## config.mk

```make
export PLATFORM = sky130hd
export DESIGN_NAME = counter_cmd_seq
export DESIGN_NICKNAME = d
export VERILOG_FILES = /design/src/rtl/counter_cmd_seq_pkg.sv /design/src/rtl/counter_cmd_seq_fifo.sv /design/src/rtl/counter_cmd_seq.sv
export SDC_FILE = /design/constraint.sdc
export NUM_CORES = 1
export LEC_CHECK = 0
export CAP_MARGIN = 20
export CORE_MARGIN = 3
export CORE_UTILIZATION = 40
export DETAILED_ROUTE_END_ITERATION = 12
export PLACE_DENSITY = 0.6
export SLEW_MARGIN = 10
export SYNTH_ARGS = -nofsm -noshare
export SYNTH_HDL_FRONTEND = slang
export SYNTH_SLANG_ARGS = --single-unit
```

## constraint.sdc

```tcl
create_clock -name clk -period 2.9 [get_ports clk]
set_input_delay 0.87 -clock clk [delete_from_list [all_inputs] [get_ports clk]]
set_output_delay 0.87 -clock clk [all_outputs]
set_load 0.01 [all_outputs]
```

## src/rtl/counter_cmd_seq_pkg.sv

```systemverilog
// rtl/counter_cmd_seq_pkg.sv - command types and mode constants for the counter command sequencer
package counter_cmd_seq_pkg;

  localparam int DATA_W = 4;
  localparam int REP_W  = 8;

  localparam logic [1:0] MODE_HOLD = 2'b00;
  localparam logic [1:0] MODE_UP   = 2'b01;
  localparam logic [1:0] MODE_DOWN = 2'b10;
  localparam logic [1:0] MODE_LOAD = 2'b11;

  typedef struct packed {
    logic [1:0]        modo;
    logic [DATA_W-1:0] d;
    logic [REP_W-1:0]  rep;
  } cmd_t;

  typedef enum logic {
    ST_IDLE,
    ST_RUN
  } seq_state_t;

  // A load only needs one enabled cycle, so its repeat field is ignored.
  function automatic logic [REP_W-1:0] run_rem(input cmd_t c);
    return (c.modo == MODE_LOAD) ? '0 : c.rep;
  endfunction

endpackage

```

## src/rtl/counter_cmd_seq_fifo.sv

```systemverilog
// rtl/counter_cmd_seq_fifo.sv - synchronous command FIFO with occupancy level
module counter_cmd_seq_fifo
  import counter_cmd_seq_pkg::*;
#(
  parameter int DEPTH = 4
) (
  input  logic                   clk,
  input  logic                   reset,
  input  logic                   push,
  input  cmd_t                   wdata,
  input  logic                   pop,
  output cmd_t                   rdata,
  output logic                   full,
  output logic                   empty,
  output logic [$clog2(DEPTH):0] level
);

  localparam int AW = $clog2(DEPTH);
  localparam logic [AW:0] FULL_LEVEL = DEPTH[AW:0];

  cmd_t          mem [DEPTH];
  logic [AW-1:0] wptr;
  logic [AW-1:0] rptr;
  logic          do_push;
  logic          do_pop;

  assign full    = (level == FULL_LEVEL);
  assign empty   = (level == '0);
  assign do_push = push && !full;
  assign do_pop  = pop && !empty;
  assign rdata   = mem[rptr];

  always_ff @(posedge clk) begin
    if (do_push) begin
      mem[wptr] <= wdata;
    end
  end

  // Pointers wrap naturally because DEPTH is a power of two.
  always_ff @(posedge clk) begin
    if (reset) begin
      wptr  <= '0;
      rptr  <= '0;
      level <= '0;
    end else begin
      if (do_push) begin
        wptr <= wptr + 1'b1;
      end
      if (do_pop) begin
        rptr <= rptr + 1'b1;
      end
      if (do_push && !do_pop) begin
        level <= level + 1'b1;
      end else if (do_pop && !do_push) begin
        level <= level - 1'b1;
      end
    end
  end

endmodule

```

## src/rtl/counter_cmd_seq.sv

```systemverilog
// rtl/counter_cmd_seq.sv - replays queued {mode, data, repeat} commands as counter ENABLE runs
module counter_cmd_seq
  import counter_cmd_seq_pkg::*;
#(
  parameter int DEPTH = 4
) (
  input  logic                   clk,
  input  logic                   RESET,
  input  logic                   CMD_VALID,
  output logic                   CMD_READY,
  input  logic [1:0]             CMD_MODO,
  input  logic [DATA_W-1:0]      CMD_D,
  input  logic [REP_W-1:0]       CMD_REP,
  input  logic                   HOLD,
  output logic                   ENABLE,
  output logic [1:0]             MODO,
  output logic [DATA_W-1:0]      D,
  output logic                   BUSY,
  output logic                   DONE,
  output logic [$clog2(DEPTH):0] LEVEL
);

  seq_state_t       state;
  seq_state_t       state_n;
  cmd_t             wcmd;
  cmd_t             head;
  logic             fifo_full;
  logic             fifo_empty;
  logic             push;
  logic             pop;
  logic             finishing;
  logic [REP_W-1:0] rem;
  logic [REP_W-1:0] rem_n;
  logic             enable_n;
  logic             done_n;

  assign CMD_READY = !fifo_full && !RESET;
  assign push      = CMD_VALID && CMD_READY;
  assign wcmd      = '{modo: CMD_MODO, d: CMD_D, rep: CMD_REP};
  assign BUSY      = (state == ST_RUN);
  // The counter consumed its final cycle of the current command this clock.
  assign finishing = ENABLE && (rem == '0);

  counter_cmd_seq_fifo #(
    .DEPTH (DEPTH)
  ) u_fifo (
    .clk   (clk),
    .reset (RESET),
    .push  (push),
    .wdata (wcmd),
    .pop   (pop),
    .rdata (head),
    .full  (fifo_full),
    .empty (fifo_empty),
    .level (LEVEL)
  );

  always_ff @(posedge clk) begin
    if (RESET) begin
      state <= ST_IDLE;
    end else begin
      state <= state_n;
    end
  end

  always_comb begin
    state_n = state;
    pop     = 1'b0;
    case (state)
      ST_IDLE: begin
        if (!fifo_empty) begin
          pop     = 1'b1;
          state_n = ST_RUN;
        end
      end
      ST_RUN: begin
        if (finishing) begin
          if (!fifo_empty) begin
            pop = 1'b1;
          end else begin
            state_n = ST_IDLE;
          end
        end
      end
    endcase
  end

  // Paused cycles (ENABLE low) make no progress; HOLD only gates the next ENABLE.
  always_comb begin
    enable_n = 1'b0;
    rem_n    = rem;
    done_n   = 1'b0;
    if (pop) begin
      enable_n = !HOLD;
      rem_n    = run_rem(head);
    end
    if (state == ST_RUN) begin
      if (!ENABLE) begin
        enable_n = !HOLD;
      end else if (rem != '0) begin
        rem_n    = rem - 1'b1;
        enable_n = !HOLD;
      end else begin
        done_n = 1'b1;
      end
    end
  end

  always_ff @(posedge clk) begin
    if (RESET) begin
      ENABLE <= 1'b0;
      MODO   <= '0;
      D      <= '0;
      rem    <= '0;
      DONE   <= 1'b0;
    end else begin
      ENABLE <= enable_n;
      rem    <= rem_n;
      DONE   <= done_n;
      if (pop) begin
        MODO <= head.modo;
        D    <= head.d;
      end
    end
  end

endmodule
```

==> impl_metrics.env, run 1 <==
export IMPL_worstPathCellList="inv_1 > ha_1 > or4b_4 > o31ai_4 > nand2_1 > ha_1 > inv_1 > fa_1 > xor2_1 > or3_1 > a21oi_1"
export IMPL_ctsRootBufferMaster="clkbuf_8"
export IMPL_clock_latency_ns=0.35
export IMPL_drive_above_1_share_pct=16.5
export IMPL_ioPinCount=31
export IMPL_fin_crit_sh_pct=89.2
export IMPL_ctsLongestPathBuffers=2
export IMPL_outcome="finished, final reports clean"
export IMPL_htree_levels=3
export IMPL_grt_total_usage_pct=14.6
export IMPL_p_int_mw=2.57
export IMPL_tightest_slew_ns=0.965
export IMPL_grt_pass1_wl_um=10700
export IMPL_powerDensity_mw_per_mm2=944
export IMPL_cp_max_fo=7
export IMPL_yosysTopAreaCellShare_pct=49.9
export IMPL_setup_violations=0
export IMPL_ant_nets=0
export IMPL_holdBufCountCts=0
export IMPL_ir_worst_vdd_v=0.000372
export IMPL_end_kind="flip-flop"
export IMPL_synth_cell_types=37
export IMPL_routedWlPerCell_um=17.2
export IMPL_finalMaxSlewViolations=0
export IMPL_cts_sinks=82
export IMPL_fin_worst_skew_ns=0.00884
export IMPL_grt_overflow=0
export IMPL_final_setup_tns_ns=0
export IMPL_vias=2066
export IMPL_finalCriticalPeriod_ns=2.59
export IMPL_num_nets_final=301
export IMPL_seqPwrFrac_pct=41.0
export IMPL_comb_power_share_pct=35.8
export IMPL_die_area_mm2=0.00956
export IMPL_synth_cells=231
export IMPL_start_util_pct=42.3
export IMPL_slew_headroom_pct=35.4
export IMPL_ctsResizeCount=0
export IMPL_cts_setup_buffers=0
export IMPL_start_kind="flip-flop"
export IMPL_coreArea_mm2=0.00797
export IMPL_std_cell_rows=32
export IMPL_swShare_pct=33.3
export IMPL_p_sw_mw=1.28
export IMPL_fmax_mhz=387
export IMPL_gp_congestion=0.832
export IMPL_setup_slack_ns=0.314
export IMPL_syn_num_nets=257
export IMPL_crit_type="flip-flop to flip-flop"
export IMPL_grt_pass1_vias=2060
export IMPL_numPortBuffers=30
export IMPL_rsz0062_at_grt="false"
export IMPL_hold_viol_final=0
export IMPL_leakage_nw=1.38
export IMPL_synth_area_mm2=0.00337
export IMPL_yosys_register_bits=82
export IMPL_drt_iter0_drc=118
export IMPL_cap_violations=0
export IMPL_hold_path_class="flip-flop to flip-flop"
export IMPL_cts_buffers=9
export IMPL_synth_top_cells_by_area="edfxtp_1 50%, dfxtp_1 15%, mux4_2 9.4%"
export IMPL_drc_errors=0
export IMPL_syn_to_final_growth_pct=21.1
export IMPL_wirelength_um=6560
export IMPL_n_antenna_cell=0
export IMPL_dpl_worst_slack_ns=-0.0274
export IMPL_syn_avg_cell_area_um2=14.6
export IMPL_die_y_um=97.8
export IMPL_crit_arrival_ns=2.87
export IMPL_dpl_hpwl_um=4180
export IMPL_power_frac_clock_pct=23.3
export IMPL_synth_warnings=0
export IMPL_cp_required_ns=3.19
export IMPL_die_x_um=97.8
export IMPL_critPathMaxStageDelay_ns=0.51
export IMPL_ys_seq_area_share_pct=65.4
export IMPL_crit_slowest_cell="or4b_4"
export IMPL_avgViaCountPerCell=5.42
export IMPL_clk_pin_slew_worst_paths_ns=0.08
export IMPL_synth_largest_area_cell="edfxtp_1"
export IMPL_grt_start_max_net_pins=26
export IMPL_cts_tree="done"
export IMPL_antenna_found_initial=0
export IMPL_firstDrtPassIters=4
## worst paths after layout
kind	from	endpoint	slack (ns)	cells after the start
max reg2reg	rem[0]	u_fifo.level[2]	0.31	11
min	MODO[1]	MODO[1]	0.48	2
max	rem[0]	u_fifo.level[2]	0.31	11
min reg2reg	MODO[1]	MODO[1]	0.48	2
## registers in the layout (all words and copies together) (netlist names), named ones only
name / flops
u_fifo.mem: 56
u_fifo.level: 3
DONE: 1
rem: 8
ENABLE: 1
u_fifo.rptr: 2
u_fifo.wptr: 2
MODO: 2
BUSY: 1
D: 4
## area by class of cell
type / count / area, µm²
clock buffer: 9 / 124
clock inverter: 6 / 91.3
fill: 684 / 3890
inverter: 9 / 33.8
multi-input combinational: 129 / 1090
sequential: 82 / 2200
tap: 102 / 128
timing repair buffer: 44 / 408
## kinds of logic after synthesis
| logic type | after synthesis | synth area share [%] |
|---|---|---|
| buffers and inverters | 20 | 2.34 |
| DFF | 82 | 65.4 |
| muxes | 17 | 10.3 |
| adders and majority gates | 8 | 3.19 |
| xor gates and xnor gates | 5 | 1.30 |
| AOI/OAI and AO/OA | 47 | 8.84 |
| and+or+nand+nor | 52 | 8.66 |
## worst max-delay path, delay by kind of cell, from the launching register on
kind	cells	cell delay, ns
AND/OR/NAND/NOR	3	0.91
adder cells (fa/ha/maj)	3	0.60
flip-flops	1	0.38
XOR/XNOR	1	0.08
AO/OA/AOI/OAI	2	0.38
buffers and inverters	2	0.18
## power by group through the flow
stage / Combinational [mW] / Clock, mW / Sequential, mW
floorplan: 0.921 / 0 / 1.59
global placement: 1.37 / 0 / 1.60
detailed placement: 1.39 / 0 / 1.61
CTS: 1.40 / 0.929 / 1.58
global route: 1.54 / 0.981 / 1.61
finish: 1.38 / 0.896 / 1.58
## synth_stat cells
| master | number |
|---|---|
| nor2b_1 | 3 |
| or4_1 | 1 |
| edfxtp_1 | 56 |
| nor4b_1 | 1 |
| buf_1 | 2 |
| nor4_1 | 3 |
| a21oi_1 | 13 |
| ha_1 | 7 |
| nand4_1 | 7 |
| and2_1 | 5 |
| nand2_1 | 5 |
| or4b_4 | 1 |
| xnor2_1 | 1 |
| a221oi_1 | 2 |
| inv_1 | 9 |
| or3_1 | 4 |
| clkbuf_1 | 6 |
| mux2_2 | 1 |
| xor2_1 | 4 |
| a31oi_1 | 7 |
| nor2_1 | 7 |
| a2111oi_1 | 1 |
| nor3_1 | 5 |
| fa_1 | 1 |
| nand3_1 | 8 |
| o31ai_1 | 1 |
| o21ai_0 | 14 |
| a311oi_1 | 2 |
| a21o_1 | 2 |
| and3_1 | 1 |
| o31ai_4 | 1 |
| mux2i_1 | 2 |
| a211oi_1 | 4 |
| dfxtp_1 | 26 |
| mux4_2 | 14 |
| nor3b_1 | 1 |
| buf_2 | 3 |
## per-layer routing
metal | wire length, µm | share of wire [%] | track usage [%] | up-vias
li1 | - | - | - | 990
met1 | 2890 | 44 | 18.6 | 1004
met2 | 3170 | 48 | 23.5 | 63
met3 | 403 | 6.1 | 4.86 | 9
met4 | 102 | 1.6 | 5.22 | 0
met5 | 0 | 0 | 0 | -
## through the flow
step           hold WS (ns)  util [%]  instances  power [mW]  cell area, µm²
2_1_floorplan         0.493         -        231        2.51            3370
3_3_place_gp          0.463      48.5        366        2.97            3860
3_5_place_dp          0.467      48.5        366        3.00            3860
4_1_cts               0.479      51.2        381        3.90            4080
5_1_grt               0.513      51.2        381        4.12            4080
6_report              0.475      51.2        381        3.85            4080
## layout by cell type, fill, tap and decap left out, types with 2 or more instances in the layout
cell type / n
nor2_1: 7
nand4_1: 7
nand3_1: 8
xor2_1: 4
o21ai_0: 14
mux4_2: 14
nand2_1: 5
inv_1: 9
nor3_1: 5
edfxtp_1: 56
a21oi_1: 13
and2_1: 5
clkdlybuf4s50_1: 29
bufinv_16: 2
or3_1: 4
dfxtp_1: 26
a221oi_1: 2
mux2i_1: 2
a31oi_1: 7
nor2b_1: 3
ha_1: 7
a21o_1: 2
a211oi_1: 3
clkbuf_8: 9
a311oi_1: 2
buf_4: 14
nor4_1: 3
No activity file was read; power rests on OpenSTA's default activity.
==> run 2, diff against run 1 <==
--- a/config.mk
+++ b/config.mk
@@ -9,6 +9,7 @@
 export CORE_MARGIN = 3
 export CORE_UTILIZATION = 40
 export DETAILED_ROUTE_END_ITERATION = 12
+export HOLD_SLACK_MARGIN = 0.15
 export PLACE_DENSITY = 0.6
 export SLEW_MARGIN = 10
 export SYNTH_ARGS = -nofsm -noshare
==> results of run 2 <==
No change in the layout: final DEF, timing and power equal those of run 1.
==> run 3, diff against run 2 <==
--- a/config.mk
+++ b/config.mk
@@ -8,6 +8,7 @@
 export CAP_MARGIN = 20
 export CORE_MARGIN = 3
 export CORE_UTILIZATION = 40
+export CTS_BUF_LIST = sky130_fd_sc_hd__clkbuf_4 sky130_fd_sc_hd__clkbuf_8
 export DETAILED_ROUTE_END_ITERATION = 12
 export HOLD_SLACK_MARGIN = 0.15
 export PLACE_DENSITY = 0.6
==> results of run 3 <==
No change in the layout: final DEF, timing and power equal those of run 1.
